**src/rtl/fetch_stage.sv**
```systemverilog
// Instruction-fetch stage: owns the PC, drives the synchronous-read imem and
// re-aligns the returned word with its PC and a valid bit for decode.
module fetch_stage #(
  parameter logic [31:0] RESET_PC = 32'h0000_0000,
  parameter int          IMEM_AW  = 8
) (
  input  logic               clk,
  input  logic               rst,
  input  logic               i_stall,
  input  logic               i_redirect,
  input  logic [31:0]        i_redirect_pc,
  output logic [IMEM_AW-1:0] o_imem_addr,
  output logic               o_imem_stall,
  input  logic [31:0]        i_imem_data,
  output logic [31:0]        o_instr,
  output logic [31:0]        o_pc,
  output logic               o_valid
);

  logic [31:0] fetch_pc_r;
  logic [31:0] resp_pc_r;
  logic        resp_valid_r;

  logic [31:0] fetch_pc_nxt_s;
  logic [31:0] resp_pc_nxt_s;
  logic        resp_valid_nxt_s;
  logic [31:0] redirect_target_s;

  assign redirect_target_s = i_redirect_pc & 32'hFFFF_FFFC;

  // Next-state selection: redirect beats stall, stall beats normal advance.
  always_comb begin
    fetch_pc_nxt_s   = fetch_pc_r;
    resp_pc_nxt_s    = resp_pc_r;
    resp_valid_nxt_s = resp_valid_r;
    if (i_redirect) begin
      // The word now being fetched belongs to the old path: drop it.
      fetch_pc_nxt_s   = redirect_target_s;
      resp_pc_nxt_s    = fetch_pc_r;
      resp_valid_nxt_s = 1'b0;
    end else if (i_stall) begin
      fetch_pc_nxt_s   = fetch_pc_r;
      resp_pc_nxt_s    = resp_pc_r;
      resp_valid_nxt_s = resp_valid_r;
    end else begin
      fetch_pc_nxt_s   = fetch_pc_r + 32'd4;
      resp_pc_nxt_s    = fetch_pc_r;
      resp_valid_nxt_s = 1'b1;
    end
  end

  // PC and response-tracking registers.
  always_ff @(posedge clk or posedge rst) begin
    if (rst) begin
      fetch_pc_r   <= RESET_PC;
      resp_pc_r    <= RESET_PC;
      resp_valid_r <= 1'b0;
    end else begin
      fetch_pc_r   <= fetch_pc_nxt_s;
      resp_pc_r    <= resp_pc_nxt_s;
      resp_valid_r <= resp_valid_nxt_s;
    end
  end

  // Output drive; imem data already carries its one-cycle latency.
  always_comb begin
    o_imem_addr  = fetch_pc_r[IMEM_AW+1:2];
    o_imem_stall = i_stall & ~i_redirect;
    o_instr      = i_imem_data;
    o_pc         = resp_pc_r;
    o_valid      = resp_valid_r;
  end

  fetch_stage_checker u_checker (
    .clk          (clk),
    .rst          (rst),
    .i_stall      (i_stall),
    .i_redirect   (i_redirect),
    .o_imem_stall (o_imem_stall),
    .o_pc         (o_pc),
    .o_valid      (o_valid)
  );

endmodule

// Structural invariants of the fetch stage outputs.
module fetch_stage_checker (
  input logic        clk,
  input logic        rst,
  input logic        i_stall,
  input logic        i_redirect,
  input logic        o_imem_stall,
  input logic [31:0] o_pc,
  input logic        o_valid
);

  a_stall_release: assert property (@(posedge clk) disable iff (rst)
    o_imem_stall == (i_stall && !i_redirect));

  a_pc_aligned: assert property (@(posedge clk) disable iff (rst)
    o_valid |-> (o_pc[1:0] == 2'b00));

  a_redirect_bubble: assert property (@(posedge clk) disable iff (rst)
    i_redirect |=> !o_valid);

endmodule

```
**config.mk**
```make
export PLATFORM = sky130hd
export DESIGN_NAME = fetch_stage
export DESIGN_NICKNAME = d
export VERILOG_FILES = /design/src/rtl/fetch_stage.sv
export SDC_FILE = /design/constraint.sdc
export NUM_CORES = 1
export LEC_CHECK = 0
export ABC_AREA = 1
export CAP_MARGIN = 10
export CORE_UTILIZATION = 35
export CTS_CLUSTER_SIZE = 30
export DETAILED_ROUTE_END_ITERATION = 10
export DONT_BUFFER_PORTS = 1
export PLACE_DENSITY = 0.49
export SYNTH_ARGS = -nofsm -noshare
export SYNTH_HDL_FRONTEND = slang
export SYNTH_SLANG_ARGS = --single-unit
export TNS_END_PERCENT = 10
```
**constraint.sdc**
```tcl
create_clock -name clk -period 2.6 [get_ports clk]
set_input_delay 0.26 -clock clk [delete_from_list [all_inputs] [get_ports clk]]
set_output_delay 0.26 -clock clk [all_outputs]
set_load 0.005 [all_outputs]
```
* Word level (Yosys, flattened, before mapping)
Index checks and enable logic that the tools add are counted. W data, S select, Z words.
Storage, ports and cells: register bits 65, bits in latches 0, RAM bits 0, ROM bits 0, output and inout port bits 74, memories 0
Cells by class: $add $sub $neg 1, multiply operators 0, divide/modulo/power cells 0, $lt $le $gt $ge 0, eq/ne operators 1, shift-type cells 0, muxes and demuxes 6, bitwise operators 2, reduce and logical (&&, ||, !) cells 0
Operators with widths (number):
- $mux W32 | 4
- $add A32 B3 Y32 const B | 1
- $mux W1 | 2
- $ne A2 B1 Y1 const B | 1
- $and A1 B1 Y1 | 1
- $not A1 Y1 | 1

* Depth between registers and ports, before layout
depth after elaboration 3, gate-level depth with buffers 10, mapped depth without buffers 10

* Worst setup path before layout
No wires, ideal clock.
path kind register to register, from register fetch_pc_r[2], to register fetch_pc_r[26], arrival 1.262 ns, data required time 2.484 ns, slack 1.221 ns, stages on the path, launching flop included 11, path through dfrtp_1 ha_1 nand2_2 nor2_4 nand2_4 nor2_4 nand2_1 nand2_1 nand3_1 nand2_1 nand2_1
Between the ends: word-level cells in the longest chain between the ends 3
Ends and longest elaborated chain:
- start, declared | RTL line 20 | logic [31:0] fetch_pc_r;
- start signal, assigned | RTL line 59 | fetch_pc_r <= fetch_pc_nxt_s;
- $add A32 B3 Y32 | RTL line 46 | fetch_pc_nxt_s = fetch_pc_r + 32'd4;
- $mux W32 | RTL line 41 | end else if (i_stall) begin
- $mux W32 | RTL line 36 | if (i_redirect) begin
Every way passes these cells. The select of a mux whose other input is x is not followed. A chain may end at the register's enable or synchronous reset.

* Final worst setup path
from register fetch_pc_r[3], to register fetch_pc_r[22]
The elaborated chain is that of the path after synthesis.

==> results.toml <==
[outcome]
status = "complete, no violations"

[global_routing]
grt_pass1_wl_um = 15570
grt_max_degree = 67
grtUsageTotal_pct = 18.73
gr-total-overflow = 0
first_global_vias = 2975
antenna_found_initial = 0

[die]
initial_core_util_pct = 35.86
die_x_um = 104.4
die-area_um2 = 10900
die_h_um = 104.4
placementRows = 37
pin_count = 142
coreArea_um2 = 10230

[layout]
nets = 525
fin_util_pct = 35.84
nFillCells = 1118
mostFrequentLayoutCell = "nand2_1"
syn_to_final_growth_pct = -0.03402
final_layout_size_suffix_gt1_share_pct = 11.30
fin_cells = 596
final_area_um2 = 3667
final_cell_mix = "nand2_1 (151), dfrtp_1 (61), o21ai_0 (44), inv_1 (42), nand3_1 (38)"
n_antenna_cell = 0

[synthesis]
seq_area_frac_synth_pct = 41.61
yosys_most_used_dff = "dfrtp_1"
synthArstFlopShare_pct = 100.0
synth_cell_type_count = 32
syn_inst = 496
netlist_area_um2 = 3669
avgSynthCellArea_um2 = 7.396
ys_ff_latch = 61
yosysWarningCount = 0
synth-edff-count = 0

[power]
ir_worst_vdd_mv = 0.2411
leakagePower_nw = 1.664
power_density_nw_per_um2 = 602.7
power_mw = 2.210

[drt]
finalWirelength_um = 9509
vias = 2891
drt_iter0_markers = 180
routed_via_density = 4.851
drtAntennaViolNets = 0
dr.pass1.iters = 4
wl_per_cell_um = 15.95
drcViolationCount = 0

[cts]
postCtsSetupRepairBufs = 0
cts_tree = "done"
clock-sinks = 61
ctsHtreeMaxLevel = 3
clk_latency_ps = 350
clk_pin_slew_ps = 70
clockBufferDepth = 2
cts_buffers = 9
cts_resized = 0
cts-root-buf = "clkbuf_8"
cts_hold_buf = 1

[setup_path]
worstPathRequired_ps = 2840
arrival_ps = 1950
criticalPathCategory = "reg -> reg"
cp_max_fo = 5
reg2reg_from = "fetch_pc_r[3]"
r2r_end = "fetch_pc_r[22]"
r2r_cells = 10
endpoint = "fetch_pc_r[22]"
crit_path_end_kind = "register"
start_kind = "register"
r2r_slack_ps = 880
cp-startpoint = "fetch_pc_r[3]"

[sta]
fmax_mhz = 581.8
rsz0062_at_grt = "no"
tns_ps = 0
fin_crit_sh_pct = 66.11
finalSetupViolations = 0
worst_pin_slew_ps = 818.1
slew_viol_final = 0
setup_ws_ps = 881.1
relSlewSlack_pct = 45.46
holdWs_ps = 41.23
min_period_ps = 1719
fin_skew_ps = 11.59
finalHoldViolations = 0

[flow_run]
cap_viol_max_count = 0

[placed_design]
dp_worst_setup_slack_ps = 868.2
place_hpwl_um = 6722
port_buffers = 0
placed_cells = 580
postPlaceCellArea_um2 = 3498
gp_congestion = 0.8623

[worst_hold_path]
hold_class = "in -> async"
## power breakdown
group	switching, mW	internal, mW
Sequential	0.120	1.06
Combinational	0.198	0.0972
Clock	0.369	0.365
## registers in the layout, summed over array words and instances, names as in the netlist
| signal | flops |
|---|---|
| fetch_pc_r | 30 |
| o_pc | 30 |
| o_valid | 1 |
## per-layer routing
metal | vias to the layer above | track usage (%) | routed length, µm
met4 | 0 | 7.449 | 157
met2 | 92 | 28.48 | 4194
li1 | 1442 | - | -
met1 | 1338 | 24.54 | 4431
met3 | 19 | 6.015 | 726
met5 | - | 0 | 0
## area by class of cell
| class | count | area [µm²] | area share, % |
|---|---|---|---|
| clock inverter | 2 | 10.01 | 0.2729 |
| tap | 136 | 170.2 | 4.640 |
| sequential | 61 | 1526 | 41.62 |
| multi-input combinational | 330 | 1583 | 43.16 |
| clock buffer | 13 | 148.9 | 4.060 |
| timing repair buffer | 6 | 47.55 | 1.296 |
| inverter | 48 | 181.4 | 4.947 |
## logic make-up after synthesis
group                    synth area share, %
AND/OR/NAND/NOR                        31.72
XOR/XNOR                              0.9549
other                                 0.1022
AO/OA/AOI/OAI                          9.789
buffers and inverters                  15.48
flip-flops                             41.61
adder cells (fa/ha/maj)               0.3410
## worst max-delay path, cell delays in order (launching register included)
cell and delay [ps]:
dfrtp_1 460, ha_1 290, nand2_2 100, nor2_4 130, nand2_4 100, nor2_4 210, nand2_1 80, nand2_1 70
nand3_1 60, nand2_1 70, nand2_1 40
## worst min-delay path by stage
stage / to / slack, ps / cells after the start
5_1_grt: fetch_pc_r[5] / 30 / 2
3_5_place_dp: o_valid / 330 / 1
6_report: o_pc[5] / 40 / 2
2_1_floorplan: fetch_pc_r[4] / 390 / 2
4_1_cts: fetch_pc_r[4] / 20 / 2
3_3_place_gp: o_valid / 330 / 1
## cell usage after synthesis (5+ instances only)
master,n,area (µm²)
nand2_1,151,566.8
o211ai_1,5,37.54
nor2_2,8,50.05
inv_1,43,161.4
nand3_1,38,190.2
buf_4,42,315.3
o21bai_1,5,37.54
buf_2,9,45.04
nor2_1,33,123.9
nor2_4,6,67.56
dfrtp_1,61,1526
nor3_1,6,30.03
nand2_2,7,43.79
a21oi_1,5,25.02
clkbuf_1,7,26.28
o21ai_0,44,220.2
No activity file was read; power rests on OpenSTA's default activity.
